[config.mk]
export PLATFORM = sky130hd
export DESIGN_NAME = sipo_rx
export DESIGN_NICKNAME = d
export VERILOG_FILES = /design/src/rtl/sipo_rx_pkg.sv /design/src/rtl/sipo_rx_bitcnt.sv /design/src/rtl/sipo_rx.sv
export SDC_FILE = /design/constraint.sdc
export NUM_CORES = 1
export LEC_CHECK = 0
export ABC_AREA = 1
export CAP_MARGIN = 20
export CORE_ASPECT_RATIO = 0.7
export CORE_MARGIN = 4
export CORE_UTILIZATION = 25
export DETAILED_ROUTE_END_ITERATION = 7
export PLACE_DENSITY = 0.54
export SETUP_SLACK_MARGIN = 0.5
export SLEW_MARGIN = 0
export SYNTH_ARGS = -nofsm -noshare
export SYNTH_HDL_FRONTEND = slang
export SYNTH_SLANG_ARGS = --single-unit
[constraint.sdc]
create_clock -name clk -period 2.7 [get_ports clk]
set_input_delay 0.27 -clock clk [delete_from_list [all_inputs] [get_ports clk]]
set_output_delay 0.27 -clock clk [all_outputs]
set_load 0.05 [all_outputs]
[src/rtl/sipo_rx_pkg.sv]
// Shared types for the sipo_rx serial receiver.
// Build option: define SIPO_RX_PARITY_EN to append an even-parity bit to each frame.
package sipo_rx_pkg;

    localparam int STATE_W = 2;

    typedef enum logic [STATE_W-1:0] {
        IDLE   = 2'd0,
        SHIFT  = 2'd1,
        PARITY = 2'd2
    } state_t;

endpackage

[src/rtl/sipo_rx_bitcnt.sv]
// Data-bit counter for sipo_rx: counts accepted data bits, wraps after W,
// and flags the cycle in which the W-th data bit is being accepted.
module sipo_rx_bitcnt #(
    parameter int W     = 4,
    parameter int CNT_W = $clog2(W+1)
) (
    input  logic clk,
    input  logic clr,
    input  logic inc,
    input  logic sclr,
    output logic last
);

    logic [CNT_W-1:0] cnt;
    logic [CNT_W-1:0] base;

    // sync clear applies before this cycle's increment
    always_comb begin
        base = sclr ? '0 : cnt;
        last = inc && (base == CNT_W'(W-1));
    end

    // counter state; returns to 0 on the cycle the last data bit lands
    always_ff @(posedge clk or negedge clr) begin
        if (!clr)
            cnt <= '0;
        else if (inc)
            cnt <= last ? '0 : base + 1'b1;
        else if (sclr)
            cnt <= '0;
    end

endmodule

[src/rtl/sipo_rx.sv]
// Serial-in/parallel-out receiver: LSB-first bits in, W-bit words out on a
// registered valid/ready port with a sticky overrun flag.
// Build option: SIPO_RX_PARITY_EN adds a trailing even-parity bit and parity_err.
module sipo_rx
    import sipo_rx_pkg::*;
#(
    parameter int W = 4
) (
    input  logic         clk,
    input  logic         clr,
    input  logic         sin,
    input  logic         sin_en,
    input  logic         sync,
    output logic [W-1:0] q,
    output logic         q_valid,
    input  logic         q_ready,
    output logic         overrun
`ifdef SIPO_RX_PARITY_EN
    ,output logic        parity_err
`endif
);

    localparam int CNT_W = $clog2(W+1);

`ifdef SIPO_RX_PARITY_EN
    // The whole data word must sit in shreg while the parity bit arrives.
    localparam int SH_W = W;
`else
    // The last data bit is taken straight from sin, so only W-1 bits are stored.
    localparam int SH_W = W-1;
`endif

    state_t          state;
    logic [SH_W-1:0] shreg;
    logic [SH_W-1:0] shbase;
    logic [SH_W-1:0] shnext;
    logic            pbit_acc;
    logic            shift_acc;
    logic            last;
    logic            complete;
    logic [W-1:0]    word;
`ifdef SIPO_RX_PARITY_EN
    logic            perr_new;
`endif

    // classify this cycle's accepted bit and build the candidate word
    always_comb begin
        shbase = sync ? '0 : shreg;
        shnext = SH_W'({sin, shbase} >> 1);
`ifdef SIPO_RX_PARITY_EN
        pbit_acc = sin_en && (state == PARITY) && !sync;
        complete = pbit_acc;
        word     = shreg;
        perr_new = ^{shreg, sin};
`else
        pbit_acc = 1'b0;
        complete = last;
        word     = {sin, shbase};
`endif
        shift_acc = sin_en && !pbit_acc;
    end

    sipo_rx_bitcnt #(.W(W), .CNT_W(CNT_W)) u_bitcnt (
        .clk  (clk),
        .clr  (clr),
        .inc  (shift_acc),
        .sclr (sync),
        .last (last)
    );

    // frame FSM, shift register and registered output port
    always_ff @(posedge clk or negedge clr) begin
        if (!clr) begin
            state      <= IDLE;
            shreg      <= '0;
            q          <= '0;
            q_valid    <= 1'b0;
            overrun    <= 1'b0;
`ifdef SIPO_RX_PARITY_EN
            parity_err <= 1'b0;
`endif
        end else begin
            if (shift_acc) begin
                shreg <= shnext;
`ifdef SIPO_RX_PARITY_EN
                state <= last ? PARITY : SHIFT;
`else
                state <= last ? IDLE : SHIFT;
`endif
            end else if (pbit_acc) begin
                state <= IDLE;
            end else if (sync) begin
                shreg <= '0;
                state <= IDLE;
            end

            // a completed word either loads (possibly replacing one being
            // consumed this edge) or is dropped against a full output
            if (complete) begin
                if (q_valid && !q_ready) begin
                    overrun <= 1'b1;
                end else begin
                    q       <= word;
                    q_valid <= 1'b1;
`ifdef SIPO_RX_PARITY_EN
                    parity_err <= perr_new;
`endif
                end
            end else if (q_valid && q_ready) begin
                q_valid <= 1'b0;
            end
        end
    end

endmodule

==> results of run 1 <==
-- layout by cell type (no fill, tap or decap) --
cell type	instances
sky130_fd_sc_hd__nand2_1	19
sky130_fd_sc_hd__nand4_1	4
sky130_fd_sc_hd__o21ai_0	2
sky130_fd_sc_hd__ha_1	1
sky130_fd_sc_hd__nor2_1	4
sky130_fd_sc_hd__nand3_4	1
sky130_fd_sc_hd__nand2_2	2
sky130_fd_sc_hd__nand3_1	1
sky130_fd_sc_hd__clkdlybuf4s50_1	11
sky130_fd_sc_hd__clkbuf_4	3
sky130_fd_sc_hd__clkinv_4	1
sky130_fd_sc_hd__inv_1	8
sky130_fd_sc_hd__nand2_4	1
sky130_fd_sc_hd__o21bai_2	1
sky130_fd_sc_hd__dfrtp_1	12
sky130_fd_sc_hd__xor2_1	1
-- cells by family after synthesis --
group | synth area share (%)
flip-flops | 55.7
adder cells (fa/ha/maj) | 2.32
AO/OA/AOI/OAI | 3.94
XOR/XNOR | 1.62
buffers and inverters | 7.19
AND/OR/NAND/NOR | 29.2
-- layout make-up --
cell class	count	area share, %
Clock buffer	3	3.22
Inverter	9	5.55
Multi-Input combinational cell	37	28.6
Sequential cell	12	42.9
Tap cell	22	3.94
Timing Repair Buffer	11	15.7
-- sequential cells by signal, summed over array words and instances, names as in the netlist --
name / count
u_bitcnt.cnt: 3
shreg: 3
q: 4
q_valid: 1
overrun: 1
-- report_power, final --
group	internal, uW	switching (uW)	total [uW]	leakage (uW)
Sequential	194	5.52	200	0.000161
Clock	51.6	58.4	110	0.0000138
Combinational	30.0	54.7	84.7	0.000193
-- stage by stage --
| stage | hold slack (ps) | setup WS, ps | util (%) | total power, uW | cells |
|---|---|---|---|---|---|
| 6_report | 354 | 990 | 35.8 | 395 | 94 |
| 3_5_place_dp | 460 | 951 | 34.7 | 290 | 91 |
| 4_1_cts | 372 | 968 | 35.8 | 402 | 94 |
| 3_3_place_gp | 463 | 950 | 34.7 | 289 | 91 |
| 2_1_floorplan | -25.6 | 1490 | - | 255 | 58 |
| 5_1_grt | 391 | 930 | 35.8 | 415 | 94 |
-- how the worst max path moves through the flow --
| stage | to | slack (ps) | cells after the start |
|---|---|---|---|
| finish | q_valid | 990 | 1 |
| global route | q_valid | 930 | 1 |
| CTS | q_valid | 970 | 1 |
| detailed placement | u_bitcnt.cnt[1]$_DFF_PN0_ | 950 | 10 |
| global placement | u_bitcnt.cnt[1]$_DFF_PN0_ | 950 | 10 |
| floorplan | q[0]$_DFFE_PN0P_ | 1490 | 4 |
-- per-layer routing --
layer,part of all wire (%),up-vias
li1,-,210
met1,52,186
met2,39,11
met3,7.4,4
met4,1.3,0
met5,0,-
==> impl_metrics.xml, run 1 <==
<?xml version="1.0" encoding="UTF-8"?>
<metrics>
  <group name="finish">
    <metric name="fillerInstances" unit="">221</metric>
    <metric name="final_layout_size_suffix_gt1_share" unit="%">12.5</metric>
    <metric name="regArea" unit="um2">300</metric>
    <metric name="area.growth.synth_to_final" unit="%">29.7</metric>
    <metric name="multiInputGateArea" unit="um2">200</metric>
    <metric name="layout.nets" unit="">81</metric>
    <metric name="antennaDiodeCount" unit="">0</metric>
    <metric name="postLayoutCellArea" unit="um2">699</metric>
  </group>
  <group name="synth">
    <metric name="synthCells" unit="">58</metric>
    <metric name="synth_ff_type" unit="">sky130_fd_sc_hd__dfrtp_1</metric>
    <metric name="synth-seq-cells" unit="">12</metric>
    <metric name="synth_warnings" unit="">0</metric>
    <metric name="syn_avg_cell_area" unit="um2">9.30</metric>
    <metric name="synth_largest_area_cell" unit="">sky130_fd_sc_hd__dfrtp_1</metric>
    <metric name="synth_largest_type_area_fraction" unit="%">55.7</metric>
    <metric name="yosys-top-cells-area" unit="">sky130_fd_sc_hd__dfrtp_1 (56%), sky130_fd_sc_hd__nand2_1 (13%), sky130_fd_sc_hd__inv_1 (5.6%)</metric>
    <metric name="synthDistinctLibCells" unit="">14</metric>
    <metric name="synth.cells.most_frequent" unit="">sky130_fd_sc_hd__nand2_1 (19), sky130_fd_sc_hd__dfrtp_1 (12), sky130_fd_sc_hd__inv_1 (8)</metric>
    <metric name="synth_seq_area_share" unit="%">55.7</metric>
    <metric name="synth_area" unit="um2">539</metric>
    <metric name="synthArstFlopShare" unit="%">100</metric>
    <metric name="count_of_flip_flops_with_a_built_in_enable_after_synthesis" unit="">0</metric>
    <metric name="syn-num-nets" unit="">65</metric>
    <metric name="yosys.cell_count.top_type" unit="">sky130_fd_sc_hd__nand2_1</metric>
  </group>
  <group name="clock_network">
    <metric name="sink_count_of_the_clock_tree" unit="">12</metric>
    <metric name="post_cts.repair.setup_buffers" unit="">0</metric>
    <metric name="h-tree-depth" unit="">1</metric>
    <metric name="cts_buffers" unit="">3</metric>
    <metric name="cts_tree" unit="">done</metric>
    <metric name="cts_resized" unit="">0</metric>
    <metric name="cts_buffer_depth" unit="">2</metric>
    <metric name="clk_latency" unit="ps">270</metric>
    <metric name="cts-root-buf" unit="">sky130_fd_sc_hd__clkbuf_4</metric>
    <metric name="clkSlewWorstSetupHoldPaths" unit="ps">70</metric>
    <metric name="holdBufCountCts" unit="">0</metric>
  </group>
  <group name="critical_path">
    <metric name="crit_buf_inv" unit="">1</metric>
    <metric name="rr_worst_depth" unit="">8</metric>
    <metric name="cp-startpoint" unit="">q_valid$_DFFE_PN0P_</metric>
    <metric name="worst_path_largest_cell_delay" unit="ps">810</metric>
    <metric name="worstPathRequired" unit="ps">2430</metric>
    <metric name="critPathSlowestCell" unit="">sky130_fd_sc_hd__clkdlybuf4s50_1</metric>
    <metric name="timing.critical_path.arrival" unit="ps">1440</metric>
    <metric name="critical_path.cell_chain" unit="">clkdlybuf4s50_1</metric>
    <metric name="largest_delay_contributor_family_on_the_critical_path" unit="">buffers and inverters</metric>
    <metric name="critical_path_class" unit="">register to output pin</metric>
    <metric name="critical_path.reg2reg.endpoint" unit="">u_bitcnt.cnt[1]$_DFF_PN0_</metric>
    <metric name="cp_endpoint_kind" unit="">output pin</metric>
    <metric name="largest_fanout_on_the_critical_path" unit="">2</metric>
    <metric name="critical_path.startpoint_type" unit="">register</metric>
    <metric name="ff2ff_setup_slack" unit="ps">1560</metric>
    <metric name="worstReg2RegStart" unit="">u_bitcnt.cnt[0]$_DFF_PN0_</metric>
  </group>
  <group name="detailed_routing">
    <metric name="detail_route.wl_per_cell" unit="um">10.5</metric>
    <metric name="drc_errors" unit="">0</metric>
    <metric name="detailroute.via_count" unit="">411</metric>
    <metric name="avgViaCountPerCell" unit="">4.37</metric>
    <metric name="final_antenna_net_count" unit="">0</metric>
    <metric name="number_of_violations_reported_at_the_end_of_detailed_routing_iteration_0" unit="">5</metric>
    <metric name="detail_route.first_pass.iterations" unit="">3</metric>
    <metric name="routed_wirelength" unit="um">987</metric>
  </group>
  <group name="global_routing">
    <metric name="use_met2" unit="%">11.2</metric>
    <metric name="grt_overflow" unit="">0</metric>
    <metric name="gr-usage-all-layers" unit="%">8.37</metric>
    <metric name="first_global_vias" unit="">406</metric>
    <metric name="grt_util_met3" unit="%">5.50</metric>
    <metric name="grt_use_met1" unit="%">10.9</metric>
    <metric name="antenna_violations_before_repair" unit="">0</metric>
    <metric name="largest_net_degree_at_the_start_of_global_routing" unit="">13</metric>
    <metric name="grt_pass1_wl" unit="mm">1.82</metric>
    <metric name="layer_carrying_the_most_global_route_usage" unit="">met2</metric>
  </group>
  <group name="die">
    <metric name="core_rows" unit="">13</metric>
    <metric name="die_width" unit="um">63.5</metric>
    <metric name="pin_count" unit="">12</metric>
    <metric name="core_area" unit="um2">1950</metric>
    <metric name="fp.dieH" unit="um">46.9</metric>
    <metric name="fp.dieArea" unit="um2">2980</metric>
    <metric name="floorplan.initialDensity" unit="%">27.6</metric>
  </group>
  <group name="timing">
    <metric name="max_freq" unit="MHz">585</metric>
    <metric name="layout_min_cycle_time" unit="ps">1710</metric>
    <metric name="grt_setup_unrepaired" unit="">no</metric>
    <metric name="finalSetupViolCount" unit="">0</metric>
    <metric name="timing.final.crit_share" unit="%">63.3</metric>
    <metric name="timing_max_transition_violations_final" unit="">0</metric>
    <metric name="tightestPinTransition" unit="ps">559</metric>
    <metric name="hold_violation_total_from_the_final_report" unit="">0</metric>
    <metric name="finClkSkew" unit="ps">1.98</metric>
    <metric name="slew_headroom" unit="%">62.6</metric>
    <metric name="fin_tns_setup" unit="ps">0</metric>
  </group>
  <group name="status">
    <metric name="run_status" unit="">complete, no violations</metric>
  </group>
  <group name="min_path">
    <metric name="min-delay-path-class" unit="">primary input to asynchronous set/reset pin</metric>
  </group>
  <group name="power">
    <metric name="power_density" unit="nW/um2">564</metric>
    <metric name="ir_drop" unit="uV">228</metric>
    <metric name="power_leakage" unit="uW">0.000369</metric>
  </group>
  <group name="placement">
    <metric name="postPlaceCellArea" unit="um2">677</metric>
    <metric name="routabilityCongestion" unit="">0.658</metric>
    <metric name="buffer_ports.inserted" unit="">11</metric>
    <metric name="detailedPlacementHpwl" unit="um">779</metric>
  </group>
  <group name="flow_run">
    <metric name="cap_viol_max_count" unit="">0</metric>
  </group>
</metrics>
Power figures use the tool's default switching activity.
==> run 2, diff against run 1 <==
Clock period 2.7 ns to 1.7 ns, I/O delays scaled along.
==> run 2 against run 1 <==
Compared with the run above: final cell count up 2.1%; die area unchanged; core utilization stayed put; clock skew grew 10 ps; design area unchanged; critical path type unchanged.
==> impl_metrics.xml, run 2 (synthesis results as in run 1) <==
<?xml version="1.0" encoding="UTF-8"?>
<metrics>
  <group name="min_path">
    <metric name="min-delay-path-class" unit="">primary input to asynchronous set/reset pin</metric>
  </group>
  <group name="timing">
    <metric name="grt_setup_unrepaired" unit="">yes</metric>
    <metric name="slew_headroom" unit="%">63.4</metric>
    <metric name="layout_min_cycle_time" unit="ps">1150</metric>
    <metric name="finClkSkew" unit="ps">12.3</metric>
    <metric name="fin_tns_setup" unit="ps">0</metric>
    <metric name="timing.final.crit_share" unit="%">67.9</metric>
    <metric name="tightestPinTransition" unit="ps">547</metric>
    <metric name="max_freq" unit="MHz">867</metric>
    <metric name="fin_worst_hold_slack" unit="ps">242</metric>
    <metric name="finalSetupViolCount" unit="">0</metric>
    <metric name="timing_max_transition_violations_final" unit="">0</metric>
    <metric name="hold_violation_total_from_the_final_report" unit="">0</metric>
  </group>
  <group name="clock_network">
    <metric name="clk_latency" unit="ps">280</metric>
    <metric name="h-tree-depth" unit="">1</metric>
    <metric name="sink_count_of_the_clock_tree" unit="">12</metric>
    <metric name="clkSlewWorstSetupHoldPaths" unit="ps">80</metric>
    <metric name="post_cts.repair.setup_buffers" unit="">0</metric>
    <metric name="cts_tree" unit="">done</metric>
    <metric name="cts_buffers" unit="">3</metric>
    <metric name="cts-root-buf" unit="">sky130_fd_sc_hd__clkbuf_4</metric>
    <metric name="cts_buffer_depth" unit="">2</metric>
  </group>
  <group name="die">
    <metric name="core_rows" unit="">13</metric>
    <metric name="die_width" unit="um">63.5</metric>
    <metric name="pin_count" unit="">12</metric>
    <metric name="fp.dieArea" unit="um2">2980</metric>
    <metric name="floorplan.initialDensity" unit="%">27.6</metric>
    <metric name="core_area" unit="um2">1950</metric>
    <metric name="fp.dieH" unit="um">46.9</metric>
  </group>
  <group name="global_routing">
    <metric name="grt_overflow" unit="">0</metric>
    <metric name="antenna_violations_before_repair" unit="">0</metric>
    <metric name="gr-usage-all-layers" unit="%">7.80</metric>
    <metric name="largest_net_degree_at_the_start_of_global_routing" unit="">13</metric>
    <metric name="first_global_vias" unit="">405</metric>
    <metric name="grt_pass1_wl" unit="mm">1.68</metric>
  </group>
  <group name="flow_run">
    <metric name="cap_viol_max_count" unit="">0</metric>
  </group>
  <group name="finish">
    <metric name="largest_register" unit="">q</metric>
    <metric name="antennaDiodeCount" unit="">0</metric>
    <metric name="postLayoutCellArea" unit="um2">699</metric>
    <metric name="area.growth.synth_to_final" unit="%">29.7</metric>
    <metric name="reg_top3" unit="">q: 4 flops, shreg: 3 flops, u_bitcnt.cnt: 3 flops</metric>
    <metric name="mostFrequentLayoutCell" unit="">sky130_fd_sc_hd__nand2_1</metric>
    <metric name="layout.nets" unit="">82</metric>
    <metric name="final_cell_mix" unit="">sky130_fd_sc_hd__nand2_1 (18), sky130_fd_sc_hd__dfrtp_1 (11), sky130_fd_sc_hd__inv_1 (8), sky130_fd_sc_hd__buf_2 (5)</metric>
    <metric name="largest_reg_flops" unit="">4</metric>
    <metric name="final-instance-count-excl-fill" unit="">96</metric>
    <metric name="final_layout_size_suffix_gt1_share" unit="%">27.0</metric>
  </group>
  <group name="critical_path">
    <metric name="critical_path.cell_chain" unit="">clkdlybuf4s15_2</metric>
    <metric name="crit_buf_inv" unit="">1</metric>
    <metric name="worst_path_largest_cell_delay" unit="ps">370</metric>
    <metric name="cp_endpoint_kind" unit="">output pin</metric>
    <metric name="critPathSlowestCell" unit="">sky130_fd_sc_hd__clkdlybuf4s15_2</metric>
    <metric name="critical_path_class" unit="">register to output pin</metric>
    <metric name="worstPathRequired" unit="ps">1530</metric>
    <metric name="critical_path.startpoint_type" unit="">register</metric>
    <metric name="largest_fanout_on_the_critical_path" unit="">2</metric>
    <metric name="largest_delay_contributor_family_on_the_critical_path" unit="">buffers and inverters</metric>
    <metric name="timing.critical_path.arrival" unit="ps">980</metric>
    <metric name="ff2ff_setup_slack" unit="ps">580</metric>
  </group>
  <group name="detailed_routing">
    <metric name="detail_route.first_pass.iterations" unit="">4</metric>
    <metric name="detail_route.wl_per_cell" unit="um">10.1</metric>
    <metric name="detailroute.via_count" unit="">410</metric>
    <metric name="avgViaCountPerCell" unit="">4.27</metric>
    <metric name="number_of_violations_reported_at_the_end_of_detailed_routing_iteration_0" unit="">4</metric>
    <metric name="final_antenna_net_count" unit="">0</metric>
    <metric name="drc_errors" unit="">0</metric>
    <metric name="routed_wirelength" unit="um">974</metric>
  </group>
  <group name="power">
    <metric name="fin_total_pwr" unit="uW">631</metric>
    <metric name="power_leakage" unit="uW">0.000383</metric>
    <metric name="ir_drop" unit="uV">443</metric>
    <metric name="power_density" unit="nW/um2">903</metric>
  </group>
  <group name="placement">
    <metric name="postPlaceCellArea" unit="um2">686</metric>
    <metric name="detailedPlacementHpwl" unit="um">742</metric>
    <metric name="placed_instance_count" unit="">92</metric>
    <metric name="buffer_ports.inserted" unit="">11</metric>
    <metric name="routabilityCongestion" unit="">0.793</metric>
  </group>
  <group name="status">
    <metric name="run_status" unit="">complete, no violations</metric>
  </group>
</metrics>
==> run 2: timing repair <==
action	CTS	global route
pin swaps	0	0
hold buffers	0	0
setup endpoints to repair	13	11
resized for setup	19	14
==> run 2: layer usage <==
metal / up-vias / wire length [um] / GRT usage [%]
li1: 211 / - / -
met1: 188 / 489 / 8.88
met2: 11 / 414 / 12.4
met3: 0 / 71 / 4.78
met4: 0 / 0 / 2.58
met5: - / 0 / 0
==> run 2: worst paths after layout <==
kind / startpoint / endpoint / depth (start not counted)
max in group asynchronous: clr / q_valid$_DFFE_PN0P_ / 1
min: clr / overrun$_DFFE_PN0P_ / 1
min reg2reg: overrun$_DFFE_PN0P_ / overrun$_DFFE_PN0P_ / 1
max reg2reg: u_bitcnt.cnt[0]$_DFF_PN0_ / q[1]$_DFFE_PN0P_ / 7
max: q[2]$_DFFE_PN0P_ / q[2] / 1
min in group clk: sync / u_bitcnt.cnt[1]$_DFF_PN0_ / 4
==> run 2: area by class of cell <==
| type | instances | area (um2) |
|---|---|---|
| clock buffers | 4 | 26.3 |
| fillers | 211 | 1250 |
| inverters | 9 | 38.8 |
| multi-input cells | 37 | 213 |
| flip-flops and latches | 12 | 302 |
| well taps | 22 | 27.5 |
| repair buffers | 12 | 92.6 |
==> run 2: where the power goes <==
| part | switching, uW | total (uW) | internal (uW) |
|---|---|---|---|
| Clock | 95.2 | 186 | 90.9 |
| Combinational | 88.7 | 127 | 38.5 |
| Sequential | 9.11 | 318 | 309 |
==> run 2: metrics by stage <==
| step | utilization, % | setup WS, ps |
|---|---|---|
| finish | 35.8 | 546 |
| CTS | 36.8 | 501 |
| global route | 35.8 | 491 |
| floorplan | - | 625 |
| detailed placement | 35.1 | 112 |
| global placement | 35.1 | 153 |
==> run 3, diff against run 2 <==
Clock period 1.7 ns to 1.08 ns, I/O delays scaled along.
==> run 3 against run 2 <==
Compared with the run above: the flow now finishes with violations (negative setup slack); first-iteration DRC count is 130% higher; combinational power rose by 130%; global-route usage up 0.92 points; clock-buffer cell count decreased by 1; final cell count up 6.3%; core utilization up 8.5 points; sequential power grew 63%; clock power up 47%; flip-flop and latch count is the same; wire length increased by 15%.
==> impl_metrics.xml, run 3 (synthesis results as in run 1) <==
<?xml version="1.0" encoding="UTF-8"?>
<metrics>
  <group name="status">
    <metric name="run_status" unit="">complete, but fails checks</metric>
    <metric name="failed_checks" unit="">negative setup slack</metric>
  </group>
  <group name="power">
    <metric name="ir_drop" unit="uV">529</metric>
    <metric name="power_density" unit="nW/um2">1260</metric>
    <metric name="power_leakage" unit="uW">0.000433</metric>
  </group>
  <group name="placement">
    <metric name="postPlaceCellArea" unit="um2">817</metric>
    <metric name="routabilityCongestion" unit="">0.733</metric>
    <metric name="placed_instance_count" unit="">98</metric>
    <metric name="buffer_ports.inserted" unit="">11</metric>
    <metric name="detailedPlacementHpwl" unit="um">864</metric>
  </group>
  <group name="timing">
    <metric name="max_freq" unit="MHz">918</metric>
    <metric name="layout_min_cycle_time" unit="ps">1090</metric>
    <metric name="hold_violation_total_from_the_final_report" unit="">0</metric>
    <metric name="timing.final.crit_share" unit="%">101</metric>
    <metric name="tightestPinTransition" unit="ps">174</metric>
    <metric name="timing_max_transition_violations_final" unit="">0</metric>
    <metric name="fin_worst_hold_slack" unit="ps">132</metric>
    <metric name="finClkSkew" unit="ps">1.23</metric>
    <metric name="finalSetupViolCount" unit="">1</metric>
    <metric name="grt_setup_unrepaired" unit="">yes</metric>
    <metric name="finalWorstSetupSlack" unit="ps">-9.70</metric>
    <metric name="slew_headroom" unit="%">88.4</metric>
  </group>
  <group name="finish">
    <metric name="final_core_util" unit="%">44.3</metric>
    <metric name="regArea" unit="um2">308</metric>
    <metric name="fillerInstances" unit="">196</metric>
    <metric name="antennaDiodeCount" unit="">0</metric>
    <metric name="mostFrequentLayoutCell" unit="">sky130_fd_sc_hd__nand2_1</metric>
    <metric name="reg_top3" unit="">q: 4 flops, shreg: 3 flops, u_bitcnt.cnt: 3 flops</metric>
    <metric name="largest_register" unit="">q</metric>
    <metric name="final_layout_size_suffix_gt1_share" unit="%">46.3</metric>
    <metric name="multiInputGateArea" unit="um2">231</metric>
    <metric name="area.growth.synth_to_final" unit="%">60.3</metric>
    <metric name="layout.nets" unit="">89</metric>
    <metric name="final_cell_mix" unit="">sky130_fd_sc_hd__nand2_1 (17), sky130_fd_sc_hd__inv_1 (7)</metric>
    <metric name="final-instance-count-excl-fill" unit="">102</metric>
    <metric name="largest_reg_flops" unit="">4</metric>
    <metric name="postLayoutCellArea" unit="um2">865</metric>
  </group>
  <group name="critical_path">
    <metric name="cp_endpoint_kind" unit="">register</metric>
    <metric name="critical_path.startpoint_type" unit="">register</metric>
    <metric name="critical_path.reg2reg.endpoint" unit="">q[3]$_DFFE_PN0P_</metric>
    <metric name="ff2ff_setup_slack" unit="ps">-10</metric>
    <metric name="largest_delay_contributor_family_on_the_critical_path" unit="">simple AND/OR/NAND/NOR gates</metric>
    <metric name="critical_path_class" unit="">register to register</metric>
    <metric name="critPathMostFrequentCell" unit="">sky130_fd_sc_hd__nand2_1</metric>
    <metric name="timing.critical_path.arrival" unit="ps">1260</metric>
    <metric name="rr_worst_depth" unit="">8</metric>
    <metric name="critical_path.cell_chain" unit="">inv_1, nor2_2, ha_2, nand2_2, clkinv_4, nand3_4, nand2_1, nand2_1</metric>
    <metric name="worst-path-stages" unit="">8</metric>
    <metric name="critPathSlowestCell" unit="">sky130_fd_sc_hd__dfrtp_1</metric>
    <metric name="crit_buf_inv" unit="">2</metric>
    <metric name="worstPathRequired" unit="ps">1250</metric>
    <metric name="largest_fanout_on_the_critical_path" unit="">7</metric>
    <metric name="worstReg2RegStart" unit="">u_bitcnt.cnt[1]$_DFF_PN0_</metric>
    <metric name="worst_path_largest_cell_delay" unit="ps">320</metric>
  </group>
  <group name="clock_network">
    <metric name="clkSlewWorstSetupHoldPaths" unit="ps">70</metric>
    <metric name="clk_latency" unit="ps">270</metric>
    <metric name="h-tree-depth" unit="">1</metric>
    <metric name="cts_buffers" unit="">3</metric>
    <metric name="sink_count_of_the_clock_tree" unit="">12</metric>
    <metric name="cts_buffer_depth" unit="">2</metric>
    <metric name="holdBufCountCts" unit="">0</metric>
    <metric name="cts-root-buf" unit="">sky130_fd_sc_hd__clkbuf_4</metric>
    <metric name="cts_tree" unit="">done</metric>
  </group>
  <group name="global_routing">
    <metric name="first_global_vias" unit="">412</metric>
    <metric name="grt_overflow" unit="">0</metric>
    <metric name="gr-usage-all-layers" unit="%">8.72</metric>
    <metric name="antenna_violations_before_repair" unit="">0</metric>
    <metric name="largest_net_degree_at_the_start_of_global_routing" unit="">13</metric>
    <metric name="grt_pass1_wl" unit="mm">1.83</metric>
  </group>
  <group name="die">
    <metric name="die_width" unit="um">63.5</metric>
    <metric name="floorplan.initialDensity" unit="%">27.6</metric>
    <metric name="fp.dieArea" unit="um2">2980</metric>
    <metric name="core_rows" unit="">13</metric>
    <metric name="core_area" unit="um2">1950</metric>
    <metric name="fp.dieH" unit="um">46.9</metric>
    <metric name="pin_count" unit="">12</metric>
  </group>
  <group name="detailed_routing">
    <metric name="detail_route.wl_per_cell" unit="um">11.0</metric>
    <metric name="routed_wirelength" unit="mm">1.12</metric>
    <metric name="routedLengthMet1" unit="um">575</metric>
    <metric name="detailroute.via_count" unit="">440</metric>
    <metric name="number_of_violations_reported_at_the_end_of_detailed_routing_iteration_0" unit="">9</metric>
    <metric name="met3WireLength" unit="um">93</metric>
    <metric name="final_antenna_net_count" unit="">0</metric>
    <metric name="wl_met2" unit="um">435</metric>
    <metric name="maxUsedRoutingLayer" unit="">met4</metric>
    <metric name="drc_errors" unit="">0</metric>
    <metric name="avgViaCountPerCell" unit="">4.31</metric>
    <metric name="detail_route.first_pass.iterations" unit="">2</metric>
  </group>
  <group name="flow_run">
    <metric name="cap_viol_max_count" unit="">0</metric>
  </group>
  <group name="min_path">
    <metric name="min-delay-path-class" unit="">primary input to asynchronous set/reset pin</metric>
  </group>
</metrics>
## run 3: final cells by class
type                            count  share of cell area [%]
Timing Repair Buffer               19                    27.4
Clock buffer                        3                    2.60
Tap cell                           22                    3.18
Sequential cell                    12                    35.6
Inverter                            9                    4.49
Multi-Input combinational cell     37                    26.8
## run 3: repair_timing
| item | in CTS | in global routing |
|---|---|---|
| pin swaps | 3 | 3 |
| setup endpoints to repair | 18 | 18 |
| setup buffers | 1 | 0 |
| resized for setup | 2 | 5 |
## run 3: worst max path at each step
stage / endpoint / start
4_1_cts: q[2]$_DFFE_PN0P_ / u_bitcnt.cnt[1]$_DFF_PN0_
3_5_place_dp: q[3]$_DFFE_PN0P_ / sync
3_3_place_gp: q[2]$_DFFE_PN0P_ / sync
2_1_floorplan: q[0]$_DFFE_PN0P_ / u_bitcnt.cnt[1]$_DFF_PN0_
6_report: q[3]$_DFFE_PN0P_ / u_bitcnt.cnt[1]$_DFF_PN0_
5_1_grt: q[1]$_DFFE_PN0P_ / u_bitcnt.cnt[1]$_DFF_PN0_
## run 3: worst register-to-register path, cell delays in order, from the launching register on
cell	delay, ps
sky130_fd_sc_hd__dfrtp_1	320
sky130_fd_sc_hd__inv_1	40
sky130_fd_sc_hd__nor2_2	100
sky130_fd_sc_hd__ha_2	180
sky130_fd_sc_hd__nand2_2	60
sky130_fd_sc_hd__clkinv_4	80
sky130_fd_sc_hd__nand3_4	80
sky130_fd_sc_hd__nand2_1	70
sky130_fd_sc_hd__nand2_1	50
## run 3: metal layers
layer | GRT usage [%] | vias up
li1 | - | 225
met1 | 11.1 | 200
met2 | 11.6 | 13
met3 | 5.50 | 2
met4 | 3.86 | 0
met5 | 0 | -
## run 3: power breakdown
group,total [uW],internal (uW),switching [uW]
registers,518,490,28.1
clock network,273,129,144
logic,297,146,151
## run 3: stage by stage
step / setup slack, ps / TNS [ps] / total power (uW)
detailed placement: -381 / -3340 / 816
global placement: -352 / -2990 / 812
global route: -103 / -517 / 1150
finish: -9.70 / -9.70 / 1090
floorplan: 46.0 / 0 / 649
CTS: -14.3 / -51.1 / 1100
